<file path="src/rtl/alu_pkg.sv">
// Shared definitions for the multi-word ALU sequencer and its word ALU.
package alu_pkg;

  // ALU opcodes
  localparam logic [3:0] OpAdc  = 4'd0;
  localparam logic [3:0] OpSbb1 = 4'd1;  // op1 - op2 - borrow
  localparam logic [3:0] OpSbb2 = 4'd2;  // op2 - op1 - borrow
  localparam logic [3:0] OpNot  = 4'd3;
  localparam logic [3:0] OpAnd  = 4'd4;
  localparam logic [3:0] OpOr   = 4'd5;
  localparam logic [3:0] OpXor  = 4'd6;
  localparam logic [3:0] OpShl  = 4'd7;
  localparam logic [3:0] OpShr  = 4'd8;
  localparam logic [3:0] OpSar  = 4'd9;

  // Flag vector bit positions {P,S,Z,V,C}
  localparam int unsigned FlagC = 0;
  localparam int unsigned FlagV = 1;
  localparam int unsigned FlagZ = 2;
  localparam int unsigned FlagS = 3;
  localparam int unsigned FlagP = 4;

  typedef enum logic [1:0] {
    StIdle,
    StRead,
    StExec,
    StDone
  } seq_state_e;

  // Shifts cannot be chained word-by-word through the carry alone, so the
  // sequencer only accepts the arithmetic and bitwise opcodes.
  function automatic logic op_supported(input logic [3:0] op);
    return (op <= OpXor);
  endfunction

endpackage

</file>
<file path="src/rtl/alu_multiword_seq_alu.sv">
// Single-word combinational ALU used by the multi-word sequencer.
module alu_multiword_seq_alu
  import alu_pkg::*;
#(
  parameter int unsigned p_data_width  = 16,
  parameter int unsigned p_flags_width = 5
) (
  input  logic [3:0]               opcode_i,
  input  logic [p_data_width-1:0]  op1_i,
  input  logic [p_data_width-1:0]  op2_i,
  input  logic                     carry_i,
  input  logic                     oe_i,
  output logic [p_data_width-1:0]  result_o,
  output logic [p_flags_width-1:0] flags_o
);

  localparam int unsigned Msb = p_data_width - 1;

  logic [p_data_width:0]   ext_a, ext_b, ext_c, wide;
  logic [p_data_width-1:0] res;
  logic                    c, v;

  // Word result plus carry/borrow, overflow, zero, sign and even parity
  always_comb begin
    ext_a = {1'b0, op1_i};
    ext_b = {1'b0, op2_i};
    ext_c = {{p_data_width{1'b0}}, carry_i};
    wide  = '0;
    res   = '0;
    c     = 1'b0;
    v     = 1'b0;
    case (opcode_i)
      OpAdc: begin
        wide = ext_a + ext_b + ext_c;
        res  = wide[Msb:0];
        c    = wide[p_data_width];
        v    = (op1_i[Msb] == op2_i[Msb]) && (res[Msb] != op1_i[Msb]);
      end
      OpSbb1: begin
        wide = ext_a - ext_b - ext_c;
        res  = wide[Msb:0];
        c    = wide[p_data_width];
        v    = (op1_i[Msb] != op2_i[Msb]) && (res[Msb] != op1_i[Msb]);
      end
      OpSbb2: begin
        wide = ext_b - ext_a - ext_c;
        res  = wide[Msb:0];
        c    = wide[p_data_width];
        v    = (op2_i[Msb] != op1_i[Msb]) && (res[Msb] != op2_i[Msb]);
      end
      OpNot:   res = ~op1_i;
      OpAnd:   res = op1_i & op2_i;
      OpOr:    res = op1_i | op2_i;
      OpXor:   res = op1_i ^ op2_i;
      default: res = '0;
    endcase
    result_o       = oe_i ? res : '0;
    flags_o        = '0;
    flags_o[FlagC] = c;
    flags_o[FlagV] = v;
    flags_o[FlagZ] = (res == '0);
    flags_o[FlagS] = res[Msb];
    flags_o[FlagP] = ~^res;
  end

endmodule

</file>
<file path="src/rtl/alu_multiword_seq.sv">
// Runs one ALU operation across a multi-word operand, LSW first, chaining
// carry between words and merging the per-word flags.
module alu_multiword_seq
  import alu_pkg::*;
#(
  parameter int unsigned p_data_width  = 16,
  parameter int unsigned p_flags_width = 5,
  parameter int unsigned p_addr_width  = 4
) (
  input  logic                     i_w_clk,
  input  logic                     i_w_rst_n,
  input  logic                     i_w_start,
  input  logic [3:0]               i_w_opcode,
  input  logic [p_addr_width-1:0]  i_w_last_idx,
  input  logic                     i_w_carry_in,
  input  logic                     i_w_abort,
  output logic                     o_w_rd_en,
  output logic [p_addr_width-1:0]  o_w_rd_addr,
  input  logic [p_data_width-1:0]  i_w_rd_op1,
  input  logic [p_data_width-1:0]  i_w_rd_op2,
  output logic                     o_w_wr_en,
  output logic [p_addr_width-1:0]  o_w_wr_addr,
  output logic [p_data_width-1:0]  o_w_wr_data,
  output logic                     o_w_busy,
  output logic                     o_w_done,
  output logic                     o_w_err,
  output logic [p_flags_width-1:0] o_w_flags
);

  seq_state_e state_q, state_d;

  logic [3:0]               op_q;
  logic [p_addr_width-1:0]  last_q;
  logic [p_addr_width-1:0]  idx_q;
  logic                     carry_q;
  logic                     zacc_q;
  logic                     err_q;
  logic [p_flags_width-1:0] flags_q;

  logic                     accept;
  logic                     is_last;
  logic [p_data_width-1:0]  alu_result;
  logic [p_flags_width-1:0] alu_flags;
  logic [p_flags_width-1:0] final_flags;

  alu_multiword_seq_alu #(
    .p_data_width (p_data_width),
    .p_flags_width(p_flags_width)
  ) u_alu (
    .opcode_i(op_q),
    .op1_i   (i_w_rd_op1),
    .op2_i   (i_w_rd_op2),
    .carry_i (carry_q),
    .oe_i    (1'b1),
    .result_o(alu_result),
    .flags_o (alu_flags)
  );

  assign accept  = (state_q == StIdle) && i_w_start;
  assign is_last = (idx_q == last_q);

  // Z must hold across every word; the other flags come from the top word
  always_comb begin
    final_flags        = alu_flags;
    final_flags[FlagZ] = zacc_q & alu_flags[FlagZ];
  end

  // Next-state: unsupported opcodes skip straight to DONE to report err
  always_comb begin
    state_d = state_q;
    unique case (state_q)
      StIdle: begin
        if (i_w_start) begin
          state_d = op_supported(i_w_opcode) ? StRead : StDone;
        end
      end
      StRead:  state_d = i_w_abort ? StIdle : StExec;
      StExec: begin
        if (i_w_abort)    state_d = StIdle;
        else if (is_last) state_d = StDone;
        else              state_d = StRead;
      end
      StDone:  state_d = StIdle;
      default: state_d = StIdle;
    endcase
  end

  // State register
  always_ff @(posedge i_w_clk or negedge i_w_rst_n) begin
    if (!i_w_rst_n) state_q <= StIdle;
    else            state_q <= state_d;
  end

  // Operation latches, word index, carry chain and flag accumulation
  always_ff @(posedge i_w_clk or negedge i_w_rst_n) begin
    if (!i_w_rst_n) begin
      op_q    <= '0;
      last_q  <= '0;
      idx_q   <= '0;
      carry_q <= 1'b0;
      zacc_q  <= 1'b0;
      err_q   <= 1'b0;
      flags_q <= '0;
    end else if (accept) begin
      op_q    <= i_w_opcode;
      last_q  <= i_w_last_idx;
      idx_q   <= '0;
      carry_q <= i_w_carry_in;
      zacc_q  <= 1'b1;
      err_q   <= ~op_supported(i_w_opcode);
    end else if ((state_q == StExec) && !i_w_abort) begin
      carry_q <= alu_flags[FlagC];
      zacc_q  <= zacc_q & alu_flags[FlagZ];
      if (is_last) flags_q <= final_flags;
      else         idx_q   <= idx_q + 1'b1;
    end
  end

  // Strobes and buses decoded from state; abort suppresses the write
  always_comb begin
    o_w_rd_en   = (state_q == StRead);
    o_w_rd_addr = o_w_rd_en ? idx_q : '0;
    o_w_wr_en   = (state_q == StExec) && !i_w_abort;
    o_w_wr_addr = o_w_wr_en ? idx_q : '0;
    o_w_wr_data = o_w_wr_en ? alu_result : '0;
    o_w_busy    = (state_q == StRead) || (state_q == StExec);
    o_w_done    = (state_q == StDone);
    o_w_err     = err_q;
    o_w_flags   = flags_q;
  end

endmodule
</file>
<file path="config.mk">
export PLATFORM = sky130hd
export DESIGN_NAME = alu_multiword_seq
export DESIGN_NICKNAME = d
export VERILOG_FILES = /design/src/rtl/alu_pkg.sv /design/src/rtl/alu_multiword_seq_alu.sv /design/src/rtl/alu_multiword_seq.sv
export SDC_FILE = /design/constraint.sdc
export NUM_CORES = 1
export LEC_CHECK = 0
export CAP_MARGIN = 5
export CORE_ASPECT_RATIO = 1.2
export CORE_MARGIN = 5
export CORE_UTILIZATION = 52
export CTS_BUF_LIST = sky130_fd_sc_hd__clkbuf_4 sky130_fd_sc_hd__clkbuf_8
export DETAILED_ROUTE_END_ITERATION = 10
export PLACE_DENSITY = 0.8
export SLEW_MARGIN = 15
export SYNTH_ARGS = -nofsm -noshare
export SYNTH_HDL_FRONTEND = slang
export SYNTH_SLANG_ARGS = --single-unit
</file>
<file path="constraint.sdc">
create_clock -name i_w_clk -period 3.8 [get_ports i_w_clk]
set_input_delay 0.57 -clock i_w_clk [delete_from_list [all_inputs] [get_ports i_w_clk]]
set_output_delay 0.57 -clock i_w_clk [all_outputs]
set_load 0.01 [all_outputs]
</file>
==> summary.md <==
| Metric | Value |
|---|---|
| Worst path max stage delay | `0.42 ns` |
| P&R area growth vs syn | `66.8%` |
| Pint | `2.61 mW` |
| Vias | `7505` |
| Fin util | `0.885` |
| DR WL/cell | `22.9 um` |
| Ys async rst share | `1.00` |
| Clock insertion delay at the later pin of the skew report | `0.27 ns` |
| Syn Nets | `917` |
| Worst-path cell chain | `inv_2, fa_2, inv_2, fa_2, or2b_4, a2111oi_4, nor3_2, o31a_1, or3_4, a31oi_4, and2_4, ha_4, xnor2_2, xnor2_2, xnor2_1, mux2_4` |
| Startpoint Class | `flop` |
| Period utilization | `1.04` |
| WHS | `0.510 ns` |
| Gr usage total | `0.380` |
| Post-synthesis instance area | `5550 um^2` |
| Highest clock rate | `0.253 GHz` |
| Largest net degree at the start of global routing | `23` |
| Tightest Pin Transition | `0.973 ns` |
| Most common cell after layout, fill and taps aside | `buf_4` |
| CTS tree | `built` |
| Kind of critical path | `flop to flop` |
| Syn Area/Cell | `7.30 um^2` |
| Number of global-route vias before repair | `7587` |
| GPL Wtd Cong | `1.01` |
| Sequential power share | `0.090` |
| Placed cell count | `1153` |
| Comb pwr share | `0.878` |
| Slack of the critical path | `-0.156 ns` |
| Worst Path Required | `3.96 ns` |
| Clock Skews | `0.000799 ns` |
| Pwr/cell area | `568 nW/um^2` |
| Area share of xor/xnor cells in the synthesized design | `0.0726` |
| Die ar. | `12800 um^2` |
| Compound-Gate Fraction of Synth Area | `0.257` |
| CTS Hold Bufs | `0` |
| CP max stage cell | `dfrtp_2` |
| RSZ-0062 raised after global routing | `yes` |
| Net Sw Frac | `0.503` |
| Filler Cells Inserted | `530` |
| Period minus WS final | `3.96 ns` |
| CTS clock-pin slew for the worst setup and hold paths | `0.08 ns` |
| Starting DRC count in detailed routing | `901` |
| Clock power share | `0.032` |
| Maximum vdd drop | `781 uV` |
| IO Count | `79` |
| Routed wire length | `26900 um` |
| Adder-cell share of the synthesized area | `0.261` |
| Largest family of logic cells by synthesized area | `adder cells` |
| Finish-stage setup viols | `5` |
| Post-synthesis simple-gate area fraction | `0.212` |
| Number of CTS-inserted buffers | `3` |
| Most frequent cells in the layout | `buf_4 (222), nand2_1 (74), nor2_1 (69)` |
| Post-synth EDFFs | `0` |
| CP Max Fanout | `2` |
| Overall Power | `5.26 mW` |
| Crit path max-delay family | `simple AND/OR/NAND/NOR gates` |
| Grt ovf | `0` |
| First-pass GRT wire length | `39200 um` |
| Max-cap viol count | `0` |
| Register area share after synthesis | `0.0992` |
| Fin. max-slew vios | `0` |
| Status | `finished, violations left` |
| Die W | `104 um` |
| Synth Register Bits | `22` |
| Yosys cell types | `69` |
| DRC | `0` |
| Hold Vio Cnt, Final | `0` |
| Post-synthesis mux area share | `0.0264` |
| Ratio of cells with drive above 1 in the final layout | `0.424` |
| Half-perimeter wire length after placement | `18600 um` |
| Router iterations before antenna repair | `6` |
| Core region area | `10500 um^2` |
| Primary FF master, synth | `dfrtp_1` |
| Initial Utilization | `0.530` |
| CTS Buffer Depth | `2` |
| Via-to-Cell Ratio | `6.39` |
| Row cnt | `41` |
| Sw Pwr | `2.64 mW` |
| Critical path data arrival time | `4.11 ns` |
| Gate Count Post-Synth | `760` |
| NumNets Final | `1204` |
| Tightest Hold Check Type | `flop to flop` |
| Setup TNS | `-0.478 ns` |
| Final ANT Viol Nets | `0` |
| Failing checks | `setup timing` |
| CTS root buffer | `clkbuf_8` |
| Crit path capture type | `flop` |
| Port Buffer Count | `78` |
| CP bufs+invs | `2` |
| H-tree depth | `1` |
| Die Y-Extent | `123 um` |
| Worst rel slew slack | `0.349` |
| ANT cells | `0` |
| Clk sinks | `22` |
| Antenna violations before repair | `0` |
| Reg2Reg Setup Slack | `-0.16 ns` |
| Pleak | `4.26 nW` |
| Final cell count without fillers | `1175` |
| Synth warn | `0` |
path summary, 6_finish.rpt:
check | startpoint | endpoint | depth (start not counted)
worst min-delay path | o_w_err | o_w_err | 2
worst max-delay path | carry_q | o_w_flags[4] | 16
max in group asynchronous | i_w_rst_n | carry_q | 1
min in group asynchronous | i_w_rst_n | idx_q[2] | 1
worst min register to register | o_w_err | o_w_err | 2
worst max register to register | carry_q | o_w_flags[4] | 16
worst reg2reg max path: cells and delay by family, from the launching register on:
family	cells	cell delay [ns]
AND/OR/NAND/NOR	4	0.95
AO/OA/AOI/OAI	3	0.88
adder cells (fa/ha/maj)	3	0.78
XOR/XNOR	3	0.43
flip-flops	1	0.42
multiplexers	1	0.26
buffers and inverters	2	0.13
area by class of cell:
class / instances / area (um^2) / area share
clock buffers: 4 / 55.1 / 0.00595
inverters: 77 / 292 / 0.0315
multi-input cells: 633 / 5690 / 0.615
flip-flops and latches: 22 / 552 / 0.0596
well taps: 129 / 161 / 0.0174
repair buffers: 310 / 2510 / 0.271
Yosys cell counts (6+ instances only):
| library cell | number | share of area |
|---|---|---|
| o22ai_1 | 11 | 0.012 |
| nor3_1 | 13 | 0.012 |
| fa_1 | 6 | 0.022 |
| nand2b_1 | 13 | 0.015 |
| and2_1 | 16 | 0.018 |
| inv_1 | 77 | 0.052 |
| nand4_1 | 7 | 0.0079 |
| a21o_1 | 8 | 0.011 |
| o211ai_1 | 7 | 0.0095 |
| ha_1 | 106 | 0.24 |
| a31oi_1 | 8 | 0.0090 |
| nor2_1 | 75 | 0.051 |
| a2bb2oi_1 | 6 | 0.0095 |
| clkbuf_1 | 22 | 0.015 |
| xor2_1 | 17 | 0.027 |
| xnor2_1 | 29 | 0.046 |
| a211oi_1 | 16 | 0.022 |
| dfrtp_1 | 22 | 0.099 |
| nand2_1 | 77 | 0.052 |
| nor4_1 | 7 | 0.0079 |
| o21ai_0 | 40 | 0.036 |
| o21bai_1 | 6 | 0.0081 |
| nand3_1 | 8 | 0.0072 |
| mux2i_1 | 9 | 0.016 |
| nor2b_1 | 7 | 0.0079 |
| a21oi_1 | 63 | 0.057 |
per-stage QoR:
| stage | area, um^2 | worst slack, ns |
|---|---|---|
| final | 9260 | -0.156 |
| after global placement | 8030 | -1.23 |
| after detailed placement | 8030 | -0.986 |
| after CTS | 8760 | -0.0794 |
| after floorplan | 5590 | 0.00944 |
| after global routing | 9260 | -0.273 |
sequential cells by signal, indices dropped and copies added (netlist names):
signal     flops
carry_q        1
idx_q          4
last_q         4
o_w_err        1
o_w_flags      5
op_q           4
state_q        2
zacc_q         1
repair_timing:
action	in CTS	in global routing
buffers inserted	8	12
cloned	0	0
endpoints found under the setup margin	19	18
pin swaps	45	44
endpoints found under the hold margin	0	0
resized for setup	214	108
power by group through the flow:
stage	clock, mW	sequential, mW	combinational [mW]
global placement	0	0.448	3.50
finish	0.170	0.471	4.62
CTS	0.164	0.455	3.98
global route	0.174	0.479	4.87
detailed placement	0	0.457	3.58
floorplan	0	0.394	2.11
logic make-up after synthesis:
kind of cell,count (synthesis)
AOI/OAI and AO/OA,214
xor gates and xnor gates,46
adders and majority gates,112
buffers and inverters,105
DFF,22
muxes,14
and+or+nand+nor,247
layer usage:
metal,track usage,up-vias,wire length [um],share of wire
li1,-,3244,-,-
met1,0.451,3501,9880,0.37
met2,0.650,594,12400,0.46
met3,0.0475,166,2680,0.099
met4,0.245,0,1980,0.074
met5,0,-,0,0
Note: power is estimated with default switching activity, not from simulation.
